**src/rtl/rmst_tile_load_sched.sv**
```systemverilog
`default_nettype none
// ============================================================================
// Module      : rmst_tile_load_sched
// Description : Sequences a read-master tile loader over consecutive tiles in
//               external memory. It hands each tile base and length to the
//               loader, then waits for the loader to finish. Two on-chip
//               buffers are used as a ping-pong pair with a downstream
//               consumer, so the next tile loads while the current one is
//               being computed.
// Options     : `define TILE_TIMEOUT_EN adds a LOAD watchdog of TO_W bits.
//               When the watchdog expires, err is set and the sequence aborts.
// Revision    : 1.0 - initial release
// ============================================================================
module rmst_tile_load_sched #(
  parameter int XAW  = 32,
  parameter int AW   = 12,
  parameter int NTW  = 8,
  parameter int TO_W = 16
) (
  input  logic           clk,
  input  logic           rst_n,
  input  logic           i_start,
  input  logic [XAW-1:0] i_base_addr,
  input  logic [AW-1:0]  i_tile_len,
  input  logic [XAW-1:0] i_tile_stride,
  input  logic [NTW-1:0] i_tile_num,
  output logic           o_config_done,
  output logic [XAW-1:0] o_param_raddr,
  output logic [AW-1:0]  o_param_iolen,
  output logic           o_load_data_start,
  input  logic           i_load_data_done,
  output logic           o_wr_buf,
  output logic           o_rd_buf,
  output logic [1:0]     o_buf_full,
  output logic           o_buf_ready,
  input  logic           i_cons_release,
  output logic           o_busy,
  output logic           o_all_done,
  output logic           o_err
);

  typedef enum logic [2:0] {
    S_IDLE     = 3'd0,
    S_WAIT_BUF = 3'd1,
    S_CFG      = 3'd2,
    S_START    = 3'd3,
    S_LOAD     = 3'd4,
    S_DONE     = 3'd5
  } state_t;

  state_t         r_state;
  state_t         w_state_nx;

  logic [XAW-1:0] r_addr;
  logic [XAW-1:0] r_stride;
  logic [AW-1:0]  r_len;
  logic [NTW-1:0] r_tile_num;
  logic [NTW-1:0] r_tile_idx;
  logic [XAW-1:0] r_param_raddr;
  logic [AW-1:0]  r_param_iolen;
  logic           r_wr_buf;
  logic           r_rd_buf;
  logic [1:0]     r_buf_full;
  logic           r_buf_ready;
  logic           r_err;
  logic           r_bad_start;
  logic           r_ldd_q;

  logic w_start_ok;
  logic w_accept;
  logic w_reject;
  logic w_buf_free;
  logic w_load_done;
  logic w_last;
  logic w_rel_ok;
  logic w_rel_bad;
  logic w_wdog_expire;

  assign w_start_ok  = (i_tile_num != '0) && (i_tile_len >= AW'(2));
  assign w_accept    = (r_state == S_IDLE) && i_start && w_start_ok;
  assign w_reject    = (r_state == S_IDLE) && i_start && !w_start_ok;
  assign w_buf_free  = !r_buf_full[r_wr_buf];
  // Only a fresh rising edge seen inside LOAD counts as completion, so a
  // level left high from the previous tile cannot complete the next one.
  assign w_load_done = (r_state == S_LOAD) && i_load_data_done && !r_ldd_q;
  assign w_last      = (r_tile_idx == (r_tile_num - NTW'(1)));
  assign w_rel_ok    = i_cons_release && r_buf_full[r_rd_buf];
  assign w_rel_bad   = i_cons_release && !r_buf_full[r_rd_buf];

`ifdef TILE_TIMEOUT_EN
  logic [TO_W-1:0] r_wdog;

  // Watchdog: cleared on the way into LOAD, advances on every LOAD cycle.
  always_ff @(posedge clk or negedge rst_n) begin
    if (!rst_n) begin
      r_wdog <= '0;
    end else if (r_state == S_START) begin
      r_wdog <= '0;
    end else if (r_state == S_LOAD) begin
      r_wdog <= r_wdog + TO_W'(1);
    end
  end

  // A completion in the same cycle as expiry wins over the abort.
  assign w_wdog_expire = (r_state == S_LOAD) && (&r_wdog) && !w_load_done;
`else
  assign w_wdog_expire = 1'b0;
`endif

  // State register.
  always_ff @(posedge clk or negedge rst_n) begin
    if (!rst_n) r_state <= S_IDLE;
    else        r_state <= w_state_nx;
  end

  // Next-state logic for the tile sequence.
  always_comb begin
    w_state_nx = r_state;
    case (r_state)
      S_IDLE:     if (w_accept)   w_state_nx = S_WAIT_BUF;
      S_WAIT_BUF: if (w_buf_free) w_state_nx = S_CFG;
      S_CFG:      w_state_nx = S_START;
      S_START:    w_state_nx = S_LOAD;
      S_LOAD: begin
        if (w_load_done)        w_state_nx = w_last ? S_DONE : S_WAIT_BUF;
        else if (w_wdog_expire) w_state_nx = S_DONE;
      end
      S_DONE:     w_state_nx = S_IDLE;
      default:    w_state_nx = S_IDLE;
    endcase
  end

  // Sequence context: latched on accept, advanced per landed tile.
  always_ff @(posedge clk or negedge rst_n) begin
    if (!rst_n) begin
      r_addr     <= '0;
      r_stride   <= '0;
      r_len      <= '0;
      r_tile_num <= '0;
      r_tile_idx <= '0;
    end else if (w_accept) begin
      r_addr     <= i_base_addr;
      r_stride   <= i_tile_stride;
      r_len      <= i_tile_len;
      r_tile_num <= i_tile_num;
      r_tile_idx <= '0;
    end else if (w_load_done) begin
      r_addr     <= r_addr + r_stride;
      r_tile_idx <= r_tile_idx + NTW'(1);
    end
  end

  // Loader parameters: captured entering CFG, held until the next CFG.
  always_ff @(posedge clk or negedge rst_n) begin
    if (!rst_n) begin
      r_param_raddr <= '0;
      r_param_iolen <= '0;
    end else if ((r_state == S_WAIT_BUF) && w_buf_free) begin
      r_param_raddr <= r_addr;
      r_param_iolen <= r_len;
    end
  end

  // Ping-pong ownership. Fill and release always target different buffers
  // (a buffer is filled only when empty), so both updates may land together.
  always_ff @(posedge clk or negedge rst_n) begin
    if (!rst_n) begin
      r_wr_buf    <= 1'b0;
      r_rd_buf    <= 1'b0;
      r_buf_full  <= 2'b00;
      r_buf_ready <= 1'b0;
    end else begin
      r_buf_ready <= w_load_done;
      if (w_rel_ok) begin
        r_buf_full[r_rd_buf] <= 1'b0;
        r_rd_buf             <= ~r_rd_buf;
      end
      if (w_load_done) begin
        r_buf_full[r_wr_buf] <= 1'b1;
        r_wr_buf             <= ~r_wr_buf;
      end
    end
  end

  // Status: sticky error, illegal-start done pulse, done-level history.
  always_ff @(posedge clk or negedge rst_n) begin
    if (!rst_n) begin
      r_err       <= 1'b0;
      r_bad_start <= 1'b0;
      r_ldd_q     <= 1'b0;
    end else begin
      r_bad_start <= w_reject;
      r_ldd_q     <= i_load_data_done;
      if (w_reject || w_rel_bad || w_wdog_expire) r_err <= 1'b1;
      else if (w_accept)                          r_err <= 1'b0;
    end
  end

  assign o_config_done     = (r_state == S_CFG);
  assign o_load_data_start = (r_state == S_START);
  assign o_busy            = (r_state != S_IDLE);
  assign o_all_done        = (r_state == S_DONE) || r_bad_start;
  assign o_param_raddr     = r_param_raddr;
  assign o_param_iolen     = r_param_iolen;
  assign o_wr_buf          = r_wr_buf;
  assign o_rd_buf          = r_rd_buf;
  assign o_buf_full        = r_buf_full;
  assign o_buf_ready       = r_buf_ready;
  assign o_err             = r_err;

endmodule
`default_nettype wire

```
**config.mk**
```make
export PLATFORM = sky130hd
export DESIGN_NAME = rmst_tile_load_sched
export DESIGN_NICKNAME = d
export VERILOG_FILES = /design/src/rtl/rmst_tile_load_sched.sv
export SDC_FILE = /design/constraint.sdc
export NUM_CORES = 1
export LEC_CHECK = 0
export BUFFER_PORTS_ARGS = -buffer_cell sky130_fd_sc_hd__buf_2
export CORE_ASPECT_RATIO = 0.75
export CORE_MARGIN = 10
export CORE_UTILIZATION = 55
export CTS_CLUSTER_DIAMETER = 30
export DETAILED_ROUTE_END_ITERATION = 6
export HOLD_SLACK_MARGIN = 0.15
export PLACE_DENSITY = 0.79
export SYNTH_ARGS = -nofsm -noshare
export SYNTH_HDL_FRONTEND = slang
export SYNTH_SLANG_ARGS = --single-unit
```
**constraint.sdc**
```tcl
create_clock -name clk -period 2.85 [get_ports clk]
set_input_delay 0.57 -clock clk [delete_from_list [all_inputs] [get_ports clk]]
set_output_delay 0.57 -clock clk [all_outputs]
set_load 0.02 [all_outputs]
```
After elaboration in Yosys (flattened, before gate mapping)
Index checks and enable logic that the tools add are counted.
Storage, ports and cells
  output and inout bits: 54
  word-level logic and storage cells: 81
  register bits: 147
  input port bits: 89
Operators by class
  mux-type cells: 21
  eq/ne operators: 9
  $lt $le $gt $ge: 5
  reduce and logical (&&, ||, !) cells: 23
  add/subtract/negate cells: 3
  bitwise logic cells: 5
Operators with widths (count)
  two-way mux 32 bit: 2
  adder 32 bit: 1
  two-way mux 8 bit: 2
  one-hot mux 3 bit (5 select lines): 1
  greater-or-equal comparator 12 x 2 -> 1 bit, second input constant: 1
  two-way mux 3 bit: 4
  logical AND 1 bit: 11
  adder 8 x 1 -> 8 bit, second input constant: 1
  == test 8 bit: 1
  two-way mux 1 bit: 8
  nonzero test 8 bit: 1
  subtractor 8 x 1 -> 8 bit, second input constant: 1
  == test 3 x 2 -> 1 bit, second input constant: 2
  == test 3 bit, second input constant: 2
  inequality test 2 bit, second input constant: 3
  logical NOT 1 bit: 4
  < comparator 1 x 2 -> 1 bit, second input constant: 2
  two-way mux 2 bit: 2
  nonzero test 2 bit: 2
  == test 3 x 1 -> 1 bit, second input constant: 1
  logical NOT 3 bit: 1
  AND reduction 3 bit: 1
  nonzero test 3 bit: 1
  AND 2 bit: 1
  6 further kinds: 10

Depth between registers and ports, before layout
Gate-level depths: netlist of the first run.
  depth after elaboration: 9
  depth in mapped cells: 10
  gate-level depth less buffers: 10

Least setup slack after synthesis of the first run
Ideal clock, no wire load.
  path type: register to register
  start point: reg r_addr[0]
  end point: reg r_addr[28]
  cell stages (with the launch flop): 11
  arrival: 2.314 ns
  slack: 0.399 ns
  path through: dfrtp_1 -> ha_1 -> fa_1 -> a21oi_1 -> o22a_1 -> a21oi_1 -> a41oi_1 -> o211ai_1 -> o31ai_1 -> xor2_1 -> a21oi_1
Between the ends
  longest elaborated chain between the ends: 3
RTL lines
  from (decl): RTL line 54  | logic [XAW-1:0] r_addr;
  from (signal assigned): RTL line 142  | r_addr <= i_base_addr;
  from (signal assigned): RTL line 148  | r_addr <= r_addr + r_stride;
  adder 32 bit: RTL line 148
  two-way mux 32 bit: RTL line 147  | end else if (w_load_done) begin
  two-way mux 32 bit: RTL line 141  | end else if (w_accept) begin
No other way between the ends. The select of a mux whose other input is x is not followed.
A chain may end at the register's enable or synchronous reset.

Worst setup path after layout of the first run
Same ends and word-level chain as after synthesis.

==> flow_summary.toml, run 1 <==
[logic_synthesis]
synth_compound_gate_area_share = 0.138
avgSynthCellArea_um2 = 9.27
synth_most_common_cell = "nand2_1"
synth-simple-area-share = 0.194
yosysSeqAreaShare = 0.465
ys_dominant_reg_cell = "dfrtp_1"
yosysUniqueCellTypes = 65
synth_top_area_frac = 0.465
synth_common_cells = "214 x nand2_1, 147 x dfrtp_1, 62 x a21oi_1, 51 x nor2_1, 45 x mux2_2"
synthAdderAreaFrac = 0.0547
synth_top_area_cell = "dfrtp_1"
yosys-top-cells-area = "dfrtp_1 46%, nand2_1 10%, mux2_2 6.4%"
async_flop_share = 1.00
syn_inst = 853
synthesis.nets = 976
synth-edff-count = 0
synthXorXnorAreaFrac = 0.0454
synth_top_family_by_area = "simple AND/OR/NAND/NOR gates"
synth_area_um2 = 7910
synth-seq-cells = 147
ys_warn_count = 0
muxShareOfSynthArea = 0.0731

[routing]
ant_nets = 0
viasPerCell = 5.76
wl_per_cell_um = 17.9
drc_errors = 0
finalWirelength_um = 21200
num_vias = 6819
dr.pass1.iters = 5
drt_iter0_drc = 512

[cells_and_area]
fin_util = 0.688
drive_above_1_share = 0.259
finalNetCount = 1119
fillers = 1090
multi_input_area_um2 = 4030
register_area_um2 = 3680
diodes = 0
synthToLayoutAreaGrowth_pct = 20.8

[place]
dp_slack_ps = -59.1
placement.io_buffers = 142
gp_congestion = 0.899
dp_hpwl_um = 15000

[cts]
path_clk_slew_ps = 60
cts_root_buf = "clkbuf_16"
numCtsBuffers = 17
cts_hold_buf = 0
cts_tree = "yes"
cts_sinks = 147
cts.htree.levels = 4
clockBufferDepth = 2
insertion_delay_ps = 420

[setup_path]
critPathCaptureType = "flop"
endpoint = "r_addr[28]"
r2r_cells = 11
timing.rr.end = "r_addr[28]"
path_class = "reg2reg"
startpoint = "r_addr[0]"
worstSetupStartpointType = "flop"
reg2reg_from = "r_addr[0]"
worstPathRequired_ps = 3150
r2r_slack_ps = 90
worstPathMaxFanout = 3
crit_arrival_ps = 3060

[status]
status = "finished clean"

[floorplan]
fp.coreArea_um2 = 13900
dieArea_um2 = 19600
rows = 37
start_util = 0.570
ios = 143
die_h_um = 124
die-width_um = 158

[timing]
finalHoldViolCount = 0
worst_slew_pin_slew_ps = 1100
maxSlewViolCount = 0
tns_ps = 0
finalCritPeriodShare = 0.967
fin_skew_ps = 9.44
post-route-min-period_ps = 2760
timing.final.ws_setup_ps = 92.9
fmax_mhz = 363
rsz0062_at_grt = "true"
setup_viol = 0
max-slew-margin-rel = 0.264

[min_path]
hold_path_class = "in2async"

[pwr]
switching_power_mw = 5.64
internal_power_mw = 7.56
ir_worst_vdd_uv = 806
finalPower_mw = 13.2
swShare = 0.427
p_leak_nw = 4.70
p_seq_frac = 0.283
clockPowerShare = 0.193
p_per_area_nw_per_um2 = 1380
p_comb_frac = 0.524

[global_route]
overflow = 0
grt_usage = 0.210
antenna_found_initial = 0
grt_pass1_vias = 6566
grt_pass1_wl_um = 32900
grt_max_degree = 68

[run]
max_cap_violations = 0
## sequential cells by signal (all words and copies together), names as in the netlist, 2 cells and up
name	cells
r_stride	32
r_len	12
r_tile_num	8
o_param_iolen	12
r_tile_idx	8
r_state	3
o_buf_full	2
o_param_raddr	32
r_addr	32
## power by group through the flow
stage / clock network [mW] / registers (mW) / logic [mW]
floorplan: 0 / 3.94 / 4.75
global placement: 0 / 3.70 / 6.60
detailed placement: 0 / 3.73 / 6.74
CTS: 2.57 / 3.72 / 6.82
global route: 2.66 / 3.85 / 7.60
finish: 2.55 / 3.73 / 6.92
## kinds of logic after synthesis
family / Yosys count
xor+xnor: 41
simple gates: 352
mux: 52
fa+ha+maj: 34
flops: 147
buf+inv: 56
compound gates: 171
## critical path: stages, from the launching register on
cell	delay, ps
dfrtp_1	390
ha_1	230
fa_1	430
a21oi_2	200
o22a_1	190
a21oi_1	120
a41oi_1	220
buf_4	170
o211ai_1	160
o31ai_2	260
xor2_1	190
a21oi_1	90
## through the flow
step | area [um^2] | hold slack (ps) | std cells
after floorplan | 7910 | 274 | 853
after global placement | 8870 | 455 | 1151
after detailed placement | 8870 | 459 | 1151
after CTS | 9550 | 174 | 1183
after global routing | 9560 | 192 | 1184
final | 9560 | 147 | 1184
## layout by cell type (no fill, tap or decap), types with 5 or more instances in the layout
cell | synthesis | routed
ha_1 | 33 | 33
o21ai_0 | 33 | 33
nor3b_1 | 5 | 5
nor2b_1 | 5 | 5
clkbuf_16 | 0 | 17
and3_1 | 10 | 10
nor4_1 | 6 | 6
a21oi_1 | 62 | 61
or3_1 | 5 | 5
mux2i_1 | 6 | 6
o211ai_1 | 5 | 5
nand2_1 | 214 | 214
a31oi_1 | 14 | 14
buf_2 | 22 | 141
inv_1 | 15 | 15
nand2b_1 | 9 | 8
o21ai_1 | 5 | 5
xor2_1 | 16 | 16
nand3_1 | 21 | 21
nor2_1 | 51 | 49
nor3_1 | 6 | 6
dfrtp_1 | 147 | 147
xnor2_1 | 25 | 25
bufinv_16 | 0 | 6
buf_4 | 0 | 20
mux2_2 | 45 | 45
a21o_1 | 10 | 10
## repair_timing
item	4_1_cts	5_1_grt
resized for setup	0	2
setup endpoints to repair	0	2
setup buffers	0	0
## worst min path at each step
stage	end	slack [ps]
finish	o_param_raddr[8]	150
global route	o_param_raddr[8]	190
CTS	o_param_raddr[8]	170
detailed placement	r_len[7]	460
global placement	r_len[4]	450
floorplan	o_buf_full[0]	270
## layer usage
layer  track usage  routed length, um
met1         0.295               9920
met2         0.314               9290
met3        0.0558               1740
met4        0.0572                208
met5             0                  0
## final cells by class
class,instances,share of cell area
inverter,15,0.00589
clock buffer,19,0.0463
tap,175,0.0229
multi-input combinational,651,0.421
clock inverter,13,0.0239
timing repair buffer,164,0.0949
sequential,147,0.385
No activity file was read; power rests on OpenSTA's default activity.
==> run 2: changes to the inputs <==
--- a/config.mk
+++ b/config.mk
@@ -5,6 +5,7 @@
 export SDC_FILE = /design/constraint.sdc
 export NUM_CORES = 1
 export LEC_CHECK = 0
+export ABC_AREA = 1
 export BUFFER_PORTS_ARGS = -buffer_cell sky130_fd_sc_hd__buf_2
 export CORE_ASPECT_RATIO = 0.75
 export CORE_MARGIN = 10
@@ -12,7 +13,8 @@
 export CTS_CLUSTER_DIAMETER = 30
 export DETAILED_ROUTE_END_ITERATION = 6
 export HOLD_SLACK_MARGIN = 0.15
-export PLACE_DENSITY = 0.79
+export PLACE_DENSITY = 0.78
+export SLEW_MARGIN = 20
 export SYNTH_ARGS = -nofsm -noshare
 export SYNTH_HDL_FRONTEND = slang
 export SYNTH_SLANG_ARGS = --single-unit
==> flow_summary.toml, run 2 <==
[status]
status = "finished clean"

[place]
dp_slack_ps = 365
placement.io_buffers = 142
gp_congestion = 0.932
place_area_um2 = 9590
dp_hpwl_um = 17600

[logic_synthesis]
yosysUniqueCellTypes = 35
syn_inst = 1191
synth_area_um2 = 8660
synth-seq-cells = 147
yosysSeqAreaShare = 0.425
synth_common_cells = "460 x nand2_1, 190 x inv_1, 147 x dfrtp_1, 57 x nor2_1, 55 x nand3_1"
avgSynthCellArea_um2 = 7.27
synthesis.nets = 1314
async_flop_share = 1.00
synth_top_area_frac = 0.425
ys_dominant_reg_cell = "dfrtp_1"
synth_most_common_cell = "nand2_1"
synth-edff-count = 0
ys_warn_count = 0
synth_top_area_cell = "dfrtp_1"
yosys-top-cells-area = "dfrtp_1 42%, nand2_1 20%, inv_1 8.2%"

[timing]
worst_slew_pin_slew_ps = 976
rsz0062_at_grt = "false"
timing.final.ws_setup_ps = 404
maxSlewViolCount = 0
fmax_mhz = 409
fin_skew_ps = 11.5
max-slew-margin-rel = 0.349
post-route-min-period_ps = 2450
tns_ps = 0
setup_viol = 0
finalCritPeriodShare = 0.858
finalHoldViolCount = 0

[global_route]
grt_pass1_vias = 7563
grt_usage = 0.219
antenna_found_initial = 0
overflow = 0
grt_max_degree = 92
grt_pass1_wl_um = 37300

[floorplan]
die-width_um = 165
die_h_um = 129
start_util = 0.565
ios = 143
rows = 39
dieArea_um2 = 21200
fp.coreArea_um2 = 15300

[routing]
dr.pass1.iters = 5
finalWirelength_um = 23100
viasPerCell = 5.01
wl_per_cell_um = 14.9
drt_iter0_drc = 498
drc_errors = 0
num_vias = 7760
ant_nets = 0

[pwr]
p_per_area_nw_per_um2 = 1280
finalPower_mw = 13.1
p_leak_nw = 5.94
ir_worst_vdd_uv = 701

[run]
max_cap_violations = 0

[cells_and_area]
finalNetCount = 1455
layout_commonest_cell = "nand2_1"
synthToLayoutAreaGrowth_pct = 17.8
final_cell_mix = "459 x nand2_1, 190 x inv_1, 147 x dfrtp_1"
final_area_um2 = 10200
drive_above_1_share = 0.165

[setup_path]
path_class = "reg2reg"
worstPathRequired_ps = 3200
worstPathMaxFanout = 55
critPathCaptureType = "flop"
crit_arrival_ps = 2790
worstSetupStartpointType = "flop"

[cts]
insertion_delay_ps = 430
cts_root_buf = "clkbuf_16"
numCtsBuffers = 17
cts_sinks = 147
path_clk_slew_ps = 70
cts_resized = 0
cts.htree.levels = 4
clockBufferDepth = 2
cts_tree = "yes"

[min_path]
hold_path_class = "in2reg"
run 2: cell count changes after synthesis, moves of 12 or more:
cell     previous run  this run
a21oi_1            62        24
a31oi_1            14         1
inv_1              15       190
mux2_2             45        28
nand2_1           214       460
nand3_1            21        55
o21ai_0            33        45
o21ai_1             5        35
xnor2_1            25        12
run 2: repair_timing:
item                                   in CTS  in global routing
buffers inserted                            0                  0
hold buffers                                1                  0
endpoints found under the hold margin      32                  0
run 2: layout make-up:
type | count | area [um^2]
multi-input combinational | 821 | 4110
sequential | 147 | 3680
clock inverter | 13 | 175
fill | 1349 | 5120
tap | 205 | 256
clock buffer | 18 | 429
antenna | 1 | 2.50
inverter | 193 | 724
timing repair buffer | 152 | 832
run 2: path summary, 6_finish.rpt:
kind / startpoint / cells after the start / to / slack [ps]
min reg2reg: o_param_raddr[19] / 2 / o_param_raddr[19] / 480
min in group asynchronous: rst_n / 2 / o_param_raddr[4] / 600
max reg2reg: r_state[0] / 7 / r_addr[12] / 400
max: r_state[0] / 7 / r_addr[12] / 400
min: i_load_data_done / 1 / r_ldd_q / 260
max in group asynchronous: rst_n / 3 / r_tile_idx[1] / 1490
run 2: power by group:
group	internal, mW	switching (mW)	total [mW]
clock network	1.39	0.929	2.32
registers	3.02	0.645	3.66
logic	2.58	4.55	7.13
total	6.98	6.12	13.1
run 2: stage by stage:
stage	hold WS, ps	std cells	util
3_3_place_gp	460	1517	0.626
2_1_floorplan	274	1191	-
4_1_cts	246	1549	0.666
3_5_place_dp	469	1517	0.626
6_report	259	1550	0.666
5_1_grt	246	1549	0.666
run 2: critical path, cell delays in order, from the launching register on:
cell and delay (ps):
dfrtp_1 450, nor2_4 170, nand2_2 80, nor2_2 210, nand3_4 310, inv_2 820
nor2_1 130, o21ai_1 150
run 2: routing by layer:
metal | global-route usage | up-vias | share of wire
li1 | - | 3990 | -
met1 | 0.300 | 3532 | 0.48
met2 | 0.337 | 226 | 0.44
met3 | 0.0625 | 12 | 0.075
met4 | 0.0535 | 0 | 0.0092
met5 | 0 | - | 0
run 2: cells by family after synthesis:
logic type | share of synthesized area
xor+xnor | 0.0273
compound gates | 0.0768
flops | 0.425
buf+inv | 0.102
fa+ha+maj | 0.0500
mux | 0.0364
simple gates | 0.282
